**config.mk**
```make
export PLATFORM = sky130hd
export DESIGN_NAME = fire_ctrl_fsm
export DESIGN_NICKNAME = d
export VERILOG_FILES = /design/src/rtl/fire_ctrl_fsm.sv
export SDC_FILE = /design/constraint.sdc
export NUM_CORES = 1
export LEC_CHECK = 0
export CAP_MARGIN = 5
export CORE_MARGIN = 2
export CORE_UTILIZATION = 32
export CTS_CLUSTER_DIAMETER = 30
export DETAILED_ROUTE_END_ITERATION = 16
export GPL_TIMING_DRIVEN = 0
export SLEW_MARGIN = 20
export SYNTH_ARGS = -nofsm -noshare
export SYNTH_HDL_FRONTEND = slang
export SYNTH_SLANG_ARGS = --single-unit
```
**constraint.sdc**
```tcl
create_clock -name CLK -period 5.4 [get_ports CLK]
set_input_delay 0.54 -clock CLK [delete_from_list [all_inputs] [get_ports CLK]]
set_output_delay 0.54 -clock CLK [all_outputs]
set_load 0.01 [all_outputs]
```
**src/rtl/fire_ctrl_fsm.sv**
```systemverilog
// Supervisory FSM for the fire-fighting controller: confirms a fire, runs pump/valve
// with a minimum run time, cools down, and latches a fault when the tank runs low.
module fire_ctrl_fsm #(
    parameter int CONFIRM_CYC  = 8,
    parameter int PUMP_MIN_CYC = 100,
    parameter int COOLDOWN_CYC = 50,
    parameter int CW           = 16
) (
    input  logic       CLK,
    input  logic       RST,
    input  logic       SMOKE,
    input  logic       TEMP_HI,
    input  logic       TANK_LOW,
    input  logic       MAN_STOP,
    output logic       ALARM,
    output logic       PUMP,
    output logic       VALVE,
    output logic       FAULT,
    output logic [2:0] STATE
);

    typedef enum logic [2:0] {
        IDLE       = 3'd0,
        CONFIRM    = 3'd1,
        EXTINGUISH = 3'd2,
        COOLDOWN   = 3'd3,
        FLT        = 3'd4
    } state_t;

    localparam logic [CW-1:0] CONFIRM_LAST  = CW'(CONFIRM_CYC - 1);
    localparam logic [CW-1:0] PUMP_MIN      = CW'(PUMP_MIN_CYC);
    localparam logic [CW-1:0] COOLDOWN_LAST = CW'(COOLDOWN_CYC - 1);

    state_t          state_reg;
    logic [CW-1:0]   cnt_reg;
    logic            fire;

    assign fire = SMOKE | TEMP_HI;

    always_ff @(posedge CLK) begin
        if (RST) begin
            state_reg <= IDLE;
            cnt_reg   <= '0;
        end else begin
            case (state_reg)
                IDLE: begin
                    if (TANK_LOW) begin
                        state_reg <= FLT;
                        cnt_reg   <= '0;
                    end else if (fire && !MAN_STOP) begin
                        // The entering sample already counts as the first confirmation.
                        state_reg <= CONFIRM;
                        cnt_reg   <= CW'(1);
                    end else begin
                        cnt_reg   <= '0;
                    end
                end
                CONFIRM: begin
                    if (TANK_LOW) begin
                        state_reg <= FLT;
                        cnt_reg   <= '0;
                    end else if (MAN_STOP || !fire) begin
                        state_reg <= IDLE;
                        cnt_reg   <= '0;
                    end else if (cnt_reg == CONFIRM_LAST) begin
                        state_reg <= EXTINGUISH;
                        cnt_reg   <= '0;
                    end else begin
                        cnt_reg   <= cnt_reg + CW'(1);
                    end
                end
                EXTINGUISH: begin
                    // Dry-run protection beats the minimum run time.
                    if (TANK_LOW) begin
                        state_reg <= FLT;
                        cnt_reg   <= '0;
                    end else if (MAN_STOP || (!fire && cnt_reg >= PUMP_MIN)) begin
                        state_reg <= COOLDOWN;
                        cnt_reg   <= '0;
                    end else if (cnt_reg < PUMP_MIN) begin
                        cnt_reg   <= cnt_reg + CW'(1);
                    end
                end
                COOLDOWN: begin
                    if (TANK_LOW) begin
                        state_reg <= FLT;
                        cnt_reg   <= '0;
                    end else if (fire && !MAN_STOP) begin
                        state_reg <= EXTINGUISH;
                        cnt_reg   <= '0;
                    end else if (cnt_reg == COOLDOWN_LAST) begin
                        state_reg <= IDLE;
                        cnt_reg   <= '0;
                    end else begin
                        cnt_reg   <= cnt_reg + CW'(1);
                    end
                end
                FLT: begin
                    if (!TANK_LOW && MAN_STOP) begin
                        state_reg <= IDLE;
                    end
                    cnt_reg <= '0;
                end
                default: begin
                    state_reg <= IDLE;
                    cnt_reg   <= '0;
                end
            endcase
        end
    end

    always_comb begin
        ALARM = 1'b0;
        PUMP  = 1'b0;
        VALVE = 1'b0;
        FAULT = 1'b0;
        case (state_reg)
            CONFIRM:    ALARM = 1'b1;
            EXTINGUISH: begin
                ALARM = 1'b1;
                PUMP  = 1'b1;
                VALVE = 1'b1;
            end
            COOLDOWN:   ALARM = 1'b1;
            FLT: begin
                ALARM = 1'b1;
                FAULT = 1'b1;
            end
            default: ;
        endcase
    end

    assign STATE = state_reg;

endmodule
```
==> results.txt, run 1 <==
Rows -> 22
max incr delay on CP -> 0.47 ns
reg2reg end -> STATE[1]$_SDFFE_PP0P_
number of nets with antenna violations after routing -> 0
Static Leakage -> 0.435 nW
Mapped Avg Cell Area -> 8.08 um2
f_max -> 439 MHz
number of flops mapped to enable cells by yosys -> 0
Setup-failing EPs final -> 0
HPWL Detailed -> 2.06 mm
antenna cells -> 0
Max Slew Vio Count -> 0
reg2reg setup slack -> 3.12 ns
clk_lat worst skew -> 0.26 ns
DR vias/cell -> 5.18
synthesis-to-finish area growth -> 17.9%
XOR/XNOR share of the synthesized area -> 5.78%
Min-Delay Path Class -> flop to flop
# Post-CTS Setup Buffers -> 0
CTS tree -> done
Crit Path Category -> flop to flop
TNS Setup -> 0 ns
cell area after layout -> 0.00143 mm2
Initial DRT Pass Iterations -> 4
most frequent cells in the layout -> 22 x nor2_1, 19 x dfxtp_1, 13 x nand2_1
Via Count -> 1103
complex-gate fraction of the synthesized area -> 16.1%
Synth Area in Adders -> 3.10%
GPL Wtd Cong -> 0.773
final hold slack -> 0.517 ns
CP endpoint kind -> flop
power density over the cells -> 188 mW/mm2
DR WL/cell -> 13.0 um
Longest Clk Path Bufs -> 2
status -> finished, final reports clean
grt ovf -> 0
most common cell after layout, fill and taps aside -> nor2_1
die area -> 0.00430 mm2
Initial Util -> 33.1%
crit-path cells -> ha_1 > nor4bb_1 > nand4_1 > a22oi_2 > a21bo_2 > buf_6 > nor2_1 > o32ai_2
core area -> 0.00366 mm2
Synth Area in Simple Gates -> 37.8%
Fin Clk Skew -> 0.00280 ns
CP Launch Point -> cnt_reg[0]$_SDFFE_PP0P_
Slowest-stage cell, CP -> dfxtp_1
die height -> 65.6 um
RSZ-0062 raised after global routing -> no
Worst R2R Path Depth -> 8
largest family of logic cells by synthesized area -> simple AND/OR/NAND/NOR gates
Finished Layout Cells -> 213
Layout Nets -> 175
share of layout cells above drive strength 1 -> 12.1%
first-pass GRT wire length -> 4.77 mm
Seq/Total Area, Yosys -> 31.4%
Post-synth top flop -> dfxtp_1
mux cell area share after synthesis -> 0%
drt initial violations -> 31
vias in the first global route -> 1071
Die Width -> 65.6 um
Placed Cells -> 209
GR Util All Layers -> 14.3%
cts hold-fix bufs -> 0
htree depth -> 1
clk slew on worst S/H paths -> 0.08 ns
Root Buffer -> clkbuf_8
critical path peak fanout -> 10
initial antenna violation count -> 0
post-synthesis register bit count -> 19
Worst IR Drop VDD -> 0.113 mV
worst r2r src -> cnt_reg[0]$_SDFFE_PP0P_
WP data required -> 5.54 ns
hold path depth -> 2
WL final -> 2.77 mm
post_cts resized -> 0
synth warn -> 0
Final min period -> 2.28 ns
worst setup path end -> STATE[1]$_SDFFE_PP0P_
Residual DRC -> 0
max reg flops -> 16
largest net degree at the start of global routing -> 12
Mapped Area -> 0.00121 mm2
worst-margin pin slew -> 0.692 ns
crit path launch type -> flop
Placed Area -> 0.00138 mm2
Synth Net Count -> 159
total number of clock tree sinks -> 19
Final Hold Viols -> 0
number of I/O pins -> 13
TritonCTS buffer count -> 3
max_slew headroom -> 53.9%
PortBufs -> 11
Max Cap Viol -> 0
Tcrit/Tclk final -> 42.2%
Cells after Synth -> 150
Arr. time, crit path -> 2.42 ns
number of library cell types mapped by synthesis -> 47
async set or reset register ratio after synthesis -> 0%
power breakdown:
part	switching (mW)	total [mW]	internal, mW
combinational	0.0112	0.0228	0.0116
clock	0.0510	0.102	0.0514
sequential	0.00163	0.143	0.141
total	0.0639	0.268	0.204
cells in the mapped netlist, drive strengths merged (2+ instances only):
cell type / number / area, um2
nor4: 3 / 46.3
nor2: 22 / 82.6
xnor2: 3 / 26.3
buf: 4 / 33.8
ha: 3 / 37.5
nand2: 14 / 55.1
nand4: 9 / 56.3
nand2b: 3 / 26.3
o21ai: 7 / 35.0
nand3: 10 / 50.1
and4: 2 / 17.5
inv: 9 / 33.8
dfxtp: 19 / 380
xor2: 5 / 43.8
and2: 2 / 12.5
nor3: 6 / 35.0
a31oi: 3 / 18.8
a21oi: 4 / 23.8
layout make-up:
cell class	instances	area, um2
tap	48	60.1
clock buffer	3	41.3
clock inverter	1	5.00
buffer	5	37.5
sequential	19	380
multi-input combinational	117	761
fill	369	2230
inverter	9	33.8
timing repair buffer	11	110
worst min-delay path by stage:
stage / from / to / slack, ns
2_1_floorplan: cnt_reg[1]$_SDFFE_PP0P_ / cnt_reg[1]$_SDFFE_PP0P_ / 0.47
3_3_place_gp: cnt_reg[1]$_SDFFE_PP0P_ / cnt_reg[1]$_SDFFE_PP0P_ / 0.49
3_5_place_dp: cnt_reg[1]$_SDFFE_PP0P_ / cnt_reg[1]$_SDFFE_PP0P_ / 0.50
4_1_cts: cnt_reg[1]$_SDFFE_PP0P_ / cnt_reg[1]$_SDFFE_PP0P_ / 0.52
5_1_grt: cnt_reg[1]$_SDFFE_PP0P_ / cnt_reg[1]$_SDFFE_PP0P_ / 0.57
6_report: cnt_reg[1]$_SDFFE_PP0P_ / cnt_reg[1]$_SDFFE_PP0P_ / 0.52
per-layer routing:
layer  GRT usage [%]  vias up  share of wire (%)
li1                -      567                  -
met1            18.1      508                 49
met2            23.7       23                 46
met3            2.91        5                4.0
met4            5.47        0                1.6
met5               0        -                  0
stage by stage:
stage               setup WS (ns)  utilization (%)  total power [mW]
detailed placement           2.86             37.8             0.169
floorplan                    3.44                -             0.158
global route                 2.98             39.0             0.279
global placement             2.87             37.8             0.169
CTS                          3.10             39.0             0.271
finish                       3.12             39.0             0.268
worst max-delay path, delay by kind of cell (launching register included):
family | cells | cell delay [ns]
compound gates | 3 | 0.66
fa+ha+maj | 1 | 0.25
buf+inv | 1 | 0.15
flops | 1 | 0.47
simple gates | 3 | 0.61
cells by family (layout without fill, tap and decap cells):
group / count (synthesis) / in the layout
xor+xnor: 8 / 8
compound gates: 26 / 26
fa+ha+maj: 3 / 3
flops: 19 / 19
simple gates: 80 / 80
buf+inv: 14 / 29
Note: power is estimated with default switching activity, not from simulation.
==> inputs of run 2 (changes only) <==
==> constraint.sdc (replaced) <==
create_clock -name CLK -period 1.92 [get_ports CLK]
set_input_delay 0.192 -clock CLK [delete_from_list [all_inputs] [get_ports CLK]]
set_output_delay 0.192 -clock CLK [all_outputs]
set_load 0.01 [all_outputs]
==> run 2 against run 1 <==
Clock-buffer cell count is 1 higher. Clock power grew to 2.8 times the previous value. Critical path type unchanged. Power grew to 2.8 times the previous value. Combinational power grew to 3.0 times the previous value. Hold slack worse by 0.18 ns. Fmax is 22% higher.
==> results.txt, run 2 (same netlist as run 1, synthesis figures left out) <==
RSZ-0062 raised after global routing -> yes
Residual DRC -> 0
WP data required -> 2.11 ns
GPL Wtd Cong -> 0.828
initial antenna violation count -> 0
Initial Util -> 33.1%
Crit Path Category -> flop to flop
synthesis-to-finish area growth -> 30.9%
Final min period -> 1.86 ns
critical path peak fanout -> 10
Max Slew Vio Count -> 0
DR WL/cell -> 13.6 um
HPWL Detailed -> 2.03 mm
Max Cap Viol -> 0
core area -> 0.00366 mm2
GR Util All Layers -> 14.7%
vias in the first global route -> 1089
antenna cells -> 0
clk slew on worst S/H paths -> 0.07 ns
Rows -> 22
CP endpoint kind -> flop
power density over the cells -> 475 mW/mm2
TNS Setup -> 0 ns
final hold slack -> 0.335 ns
PortBufs -> 11
CTS tree -> done
htree depth -> 1
Final Hold Viols -> 0
DR vias/cell -> 5.21
die height -> 65.6 um
Min-Delay Path Class -> primary input to flop
Longest Clk Path Bufs -> 2
f_max -> 538 MHz
total number of clock tree sinks -> 19
max_slew headroom -> 68.5%
Die Width -> 65.6 um
most common cell after layout, fill and taps aside -> nor2_1
first-pass GRT wire length -> 5.03 mm
max reg flops -> 16
grt ovf -> 0
number of I/O pins -> 13
number of nets with antenna violations after routing -> 0
Final Util -> 43.3%
Arr. time, crit path -> 2.05 ns
Fin Clk Skew -> 0.00340 ns
Layout Nets -> 176
TritonCTS buffer count -> 3
Root Buffer -> clkbuf_8
clk_lat worst skew -> 0.26 ns
Static Leakage -> 0.485 nW
die area -> 0.00430 mm2
Initial DRT Pass Iterations -> 4
largest net degree at the start of global routing -> 11
status -> finished, final reports clean
Setup-failing EPs final -> 0
Tcrit/Tclk final -> 96.9%
drt initial violations -> 41
WL final -> 2.92 mm
Worst IR Drop VDD -> 0.357 mV
most frequent cells in the layout -> 19 x nor2_1, 13 x dfxtp_1, 12 x nand2_1
Via Count -> 1116
pre-CTS setup slack -> -0.293 ns
final worst setup slack -> 0.0602 ns
share of layout cells above drive strength 1 -> 23.5%
crit path launch type -> flop
worst-margin pin slew -> 0.469 ns
[run 2: cell types whose count changed in the layout (fill, tap and decap cells not counted), sizes merged]
| cell | previous run | this run |
|---|---|---|
| buf | 4 | 5 |
| clkbuf | 4 | 5 |
| clkinv | 1 | 0 |
[run 2: through the flow]
step	instance area [um2]	total power, mW	cells
6_report	1590	0.754	214
5_1_grt	1590	0.784	214
4_1_cts	1510	0.755	213
3_5_place_dp	1380	0.475	209
3_3_place_gp	1380	0.475	209
2_1_floorplan	1210	0.444	150
[run 2: area by class of cell]
type | count | area [um2]
Clock buffer | 4 | 45.0
Fill cell | 367 | 2070
Tap cell | 48 | 60.1
Inverter | 9 | 33.8
Buffer | 4 | 37.5
Multi-Input combinational cell | 117 | 875
Sequential cell | 19 | 393
Timing Repair Buffer | 13 | 143
[run 2: power breakdown]
part | total, mW | leakage, nW | switching (mW) | internal (mW)
sequential | 0.402 | 0.157 | 0.00731 | 0.395
combinational | 0.0680 | 0.306 | 0.0331 | 0.0349
clock | 0.283 | 0.0228 | 0.136 | 0.148
[run 2: per-layer routing]
metal | wire length, um | global-route usage [%] | vias to the layer above
li1 | - | - | 572
met1 | 1430 | 20.9 | 521
met2 | 1390 | 23.7 | 23
met3 | 94 | 3.60 | 0
met4 | 0 | 0.781 | 0
met5 | 0 | 0 | -
[run 2: worst paths after layout]
kind	start	end	slack [ns]	cells after the start
worst min register to register	cnt_reg[1]$_SDFFE_PP0P_	cnt_reg[1]$_SDFFE_PP0P_	0.52	2
worst min-delay path	RST	STATE[0]$_SDFFE_PP0P_	0.34	2
worst max-delay path	cnt_reg[9]$_SDFFE_PP0P_	cnt_reg[12]$_SDFFE_PP0P_	0.06	6
worst max register to register	cnt_reg[9]$_SDFFE_PP0P_	cnt_reg[12]$_SDFFE_PP0P_	0.06	6
[run 2: repair_timing]
item | 4_1_cts | 5_1_grt
setup endpoints to repair | 18 | 18
hold buffers | 0 | 0
resized for setup | 14 | 17
cloned | 0 | 1
hold endpoints to repair | 0 | 0
pin swaps | 1 | 7
setup buffers | 1 | 0
[run 2: critical path: stages (launching register included)]
cell     delay, ns
dfxtp_1       0.37
nor3_2        0.32
nand3_2       0.19
o221a_1       0.26
buf_6         0.15
or3_1         0.36
a21oi_2       0.13
==> inputs of run 3 (changes only) <==
==> constraint.sdc (replaced) <==
create_clock -name CLK -period 1.79 [get_ports CLK]
set_input_delay 0.179 -clock CLK [delete_from_list [all_inputs] [get_ports CLK]]
set_output_delay 0.179 -clock CLK [all_outputs]
set_load 0.01 [all_outputs]
==> run 3 against run 2 <==
The flow now finishes with violations (negative setup slack). Clock power grew 8.8%. Flip-flop and latch count is the same. Clock skew shrank 0.00066 ns. First-iteration DRC count shrank 24%. Global-route usage grew 0.58 points. Hold slack lost 0.029 ns. Core utilization grew 0.31 points. Cell count grew 1.4%. Clock-buffer cell count shrank 1. Sequential share of layout area shrank 0.096 points. Critical endpoint is now STATE[0]$_SDFFE_PP0P_. Highest routed layer is now met4.
==> results.txt, run 3 (same netlist as run 1, synthesis figures left out) <==
Worst IR Drop VDD -> 0.252 mV
Die Width -> 65.6 um
total number of clock tree sinks -> 19
clk_lat worst skew -> 0.26 ns
Layout Nets -> 179
synthesis-to-finish area growth -> 31.8%
Finished Layout Cells -> 217
Via Count -> 1152
die area -> 0.00430 mm2
CP endpoint kind -> flop
WP data required -> 1.99 ns
Fin Clk Skew -> 0.00274 ns
met1 GRT Util -> 20.1%
Longest Clk Path Bufs -> 2
CTS tree -> done
PortBufs -> 11
max reg flops -> 16
TNS Setup -> -0.0890 ns
largest net degree at the start of global routing -> 12
number of I/O pins -> 13
initial antenna violation count -> 0
TritonCTS buffer count -> 3
Min-Delay Path Class -> primary input to flop
GPL Wtd Cong -> 0.832
grt ovf -> 0
f_max -> 549 MHz
antenna cells -> 0
htree depth -> 1
Final Hold Viols -> 0
share of layout cells above drive strength 1 -> 26.6%
RSZ-0062 raised after global routing -> yes
final hold slack -> 0.306 ns
most frequent cells in the layout -> 18 x nor2_1, 12 x dfxtp_1, 12 x nand2_1
CP Launch Point -> cnt_reg[0]$_SDFFE_PP0P_
failing checks -> negative setup slack
cts hold-fix bufs -> 0
Initial DRT Pass Iterations -> 4
Root Buffer -> clkbuf_8
Rows -> 22
vias in the first global route -> 1149
Tot Pwr -> 0.818 mW
power density over the cells -> 512 mW/mm2
worst r2r src -> cnt_reg[0]$_SDFFE_PP0P_
Residual DRC -> 0
GR Util met3 -> 2.40%
DR vias/cell -> 5.31
max_slew headroom -> 68.6%
Arr. time, crit path -> 2.02 ns
first-pass GRT wire length -> 5.15 mm
GR Util All Layers -> 15.3%
grt peak-use layer -> met2
reg2reg end -> STATE[0]$_SDFFE_PP0P_
Worst R2R Path Depth -> 8
Max Slew Vio Count -> 0
M2 GR Usage -> 24.6%
Placed Cells -> 209
HPWL Detailed -> 2.09 mm
core area -> 0.00366 mm2
worst setup path end -> STATE[0]$_SDFFE_PP0P_
Max Cap Viol -> 0
DR WL/cell -> 13.7 um
Final Util -> 43.6%
final worst setup slack -> -0.0330 ns
drt initial violations -> 31
number of nets with antenna violations after routing -> 0
most common cell after layout, fill and taps aside -> nor2_1
Crit Path Category -> flop to flop
clk slew on worst S/H paths -> 0.07 ns
Final min period -> 1.82 ns
Initial Util -> 33.1%
Static Leakage -> 0.503 nW
Tcrit/Tclk final -> 102%
die height -> 65.6 um
status -> finished with violations
critical path peak fanout -> 6
reg2reg setup slack -> -0.03 ns
worst-margin pin slew -> 0.467 ns
Setup-failing EPs final -> 5
crit path launch type -> flop
WL final -> 2.98 mm
run 3: worst min path at each step:
stage,from,to,slack [ns],cells past startpoint
5_1_grt,RST,STATE[0]$_SDFFE_PP0P_,0.34,2
4_1_cts,RST,STATE[2]$_SDFFE_PP0P_,0.30,2
6_report,RST,STATE[2]$_SDFFE_PP0P_,0.31,2
3_3_place_gp,cnt_reg[1]$_SDFFE_PP0P_,cnt_reg[1]$_SDFFE_PP0P_,0.49,2
3_5_place_dp,cnt_reg[1]$_SDFFE_PP0P_,cnt_reg[1]$_SDFFE_PP0P_,0.50,2
2_1_floorplan,TANK_LOW,STATE[2]$_SDFFE_PP0P_,0.34,2
run 3: area by class of cell:
cell class                 count  area (um2)
inverter                       9        33.8
buffer                         4        33.8
sequential                    19         394
tap                           48        60.1
multi-input combinational    117         880
fill                         357        2060
timing repair buffer          16         150
clock inverter                 1        5.00
clock buffer                   3        41.3
run 3: worst max-delay path, stage by stage, from the launching register on:
cell,delay (ns)
dfxtp_4,0.39
ha_4,0.15
nor4bb_4,0.19
nand4_1,0.14
a22oi_2,0.21
a21bo_4,0.29
buf_4,0.14
o21a_1,0.17
nor2_1,0.07
run 3: where the power goes:
part | internal, mW | switching (mW)
Combinational | 0.0410 | 0.0371
Sequential | 0.424 | 0.00819
Clock | 0.155 | 0.153
Total | 0.620 | 0.198
run 3: repair_timing:
| action | CTS | global route |
|---|---|---|
| setup endpoints to repair | 19 | 21 |
| pin swaps | 12 | 7 |
| resized for setup | 21 | 11 |
| setup buffers | 3 | 1 |
| gates cloned | 1 | 0 |
run 3: per-stage QoR:
| step | setup WS, ns | instance area [um2] |
|---|---|---|
| after floorplan | 0.0220 | 1230 |
| after global placement | -0.382 | 1410 |
| after detailed placement | -0.419 | 1410 |
| after CTS | -0.0566 | 1550 |
| after global routing | -0.164 | 1600 |
| final | -0.0330 | 1600 |
run 3: layer usage:
metal / wire [um] / part of all wire (%)
met2: 1410 / 47
met4: 40 / 1.3
met3: 92 / 3.1
met5: 0 / 0
met1: 1430 / 48
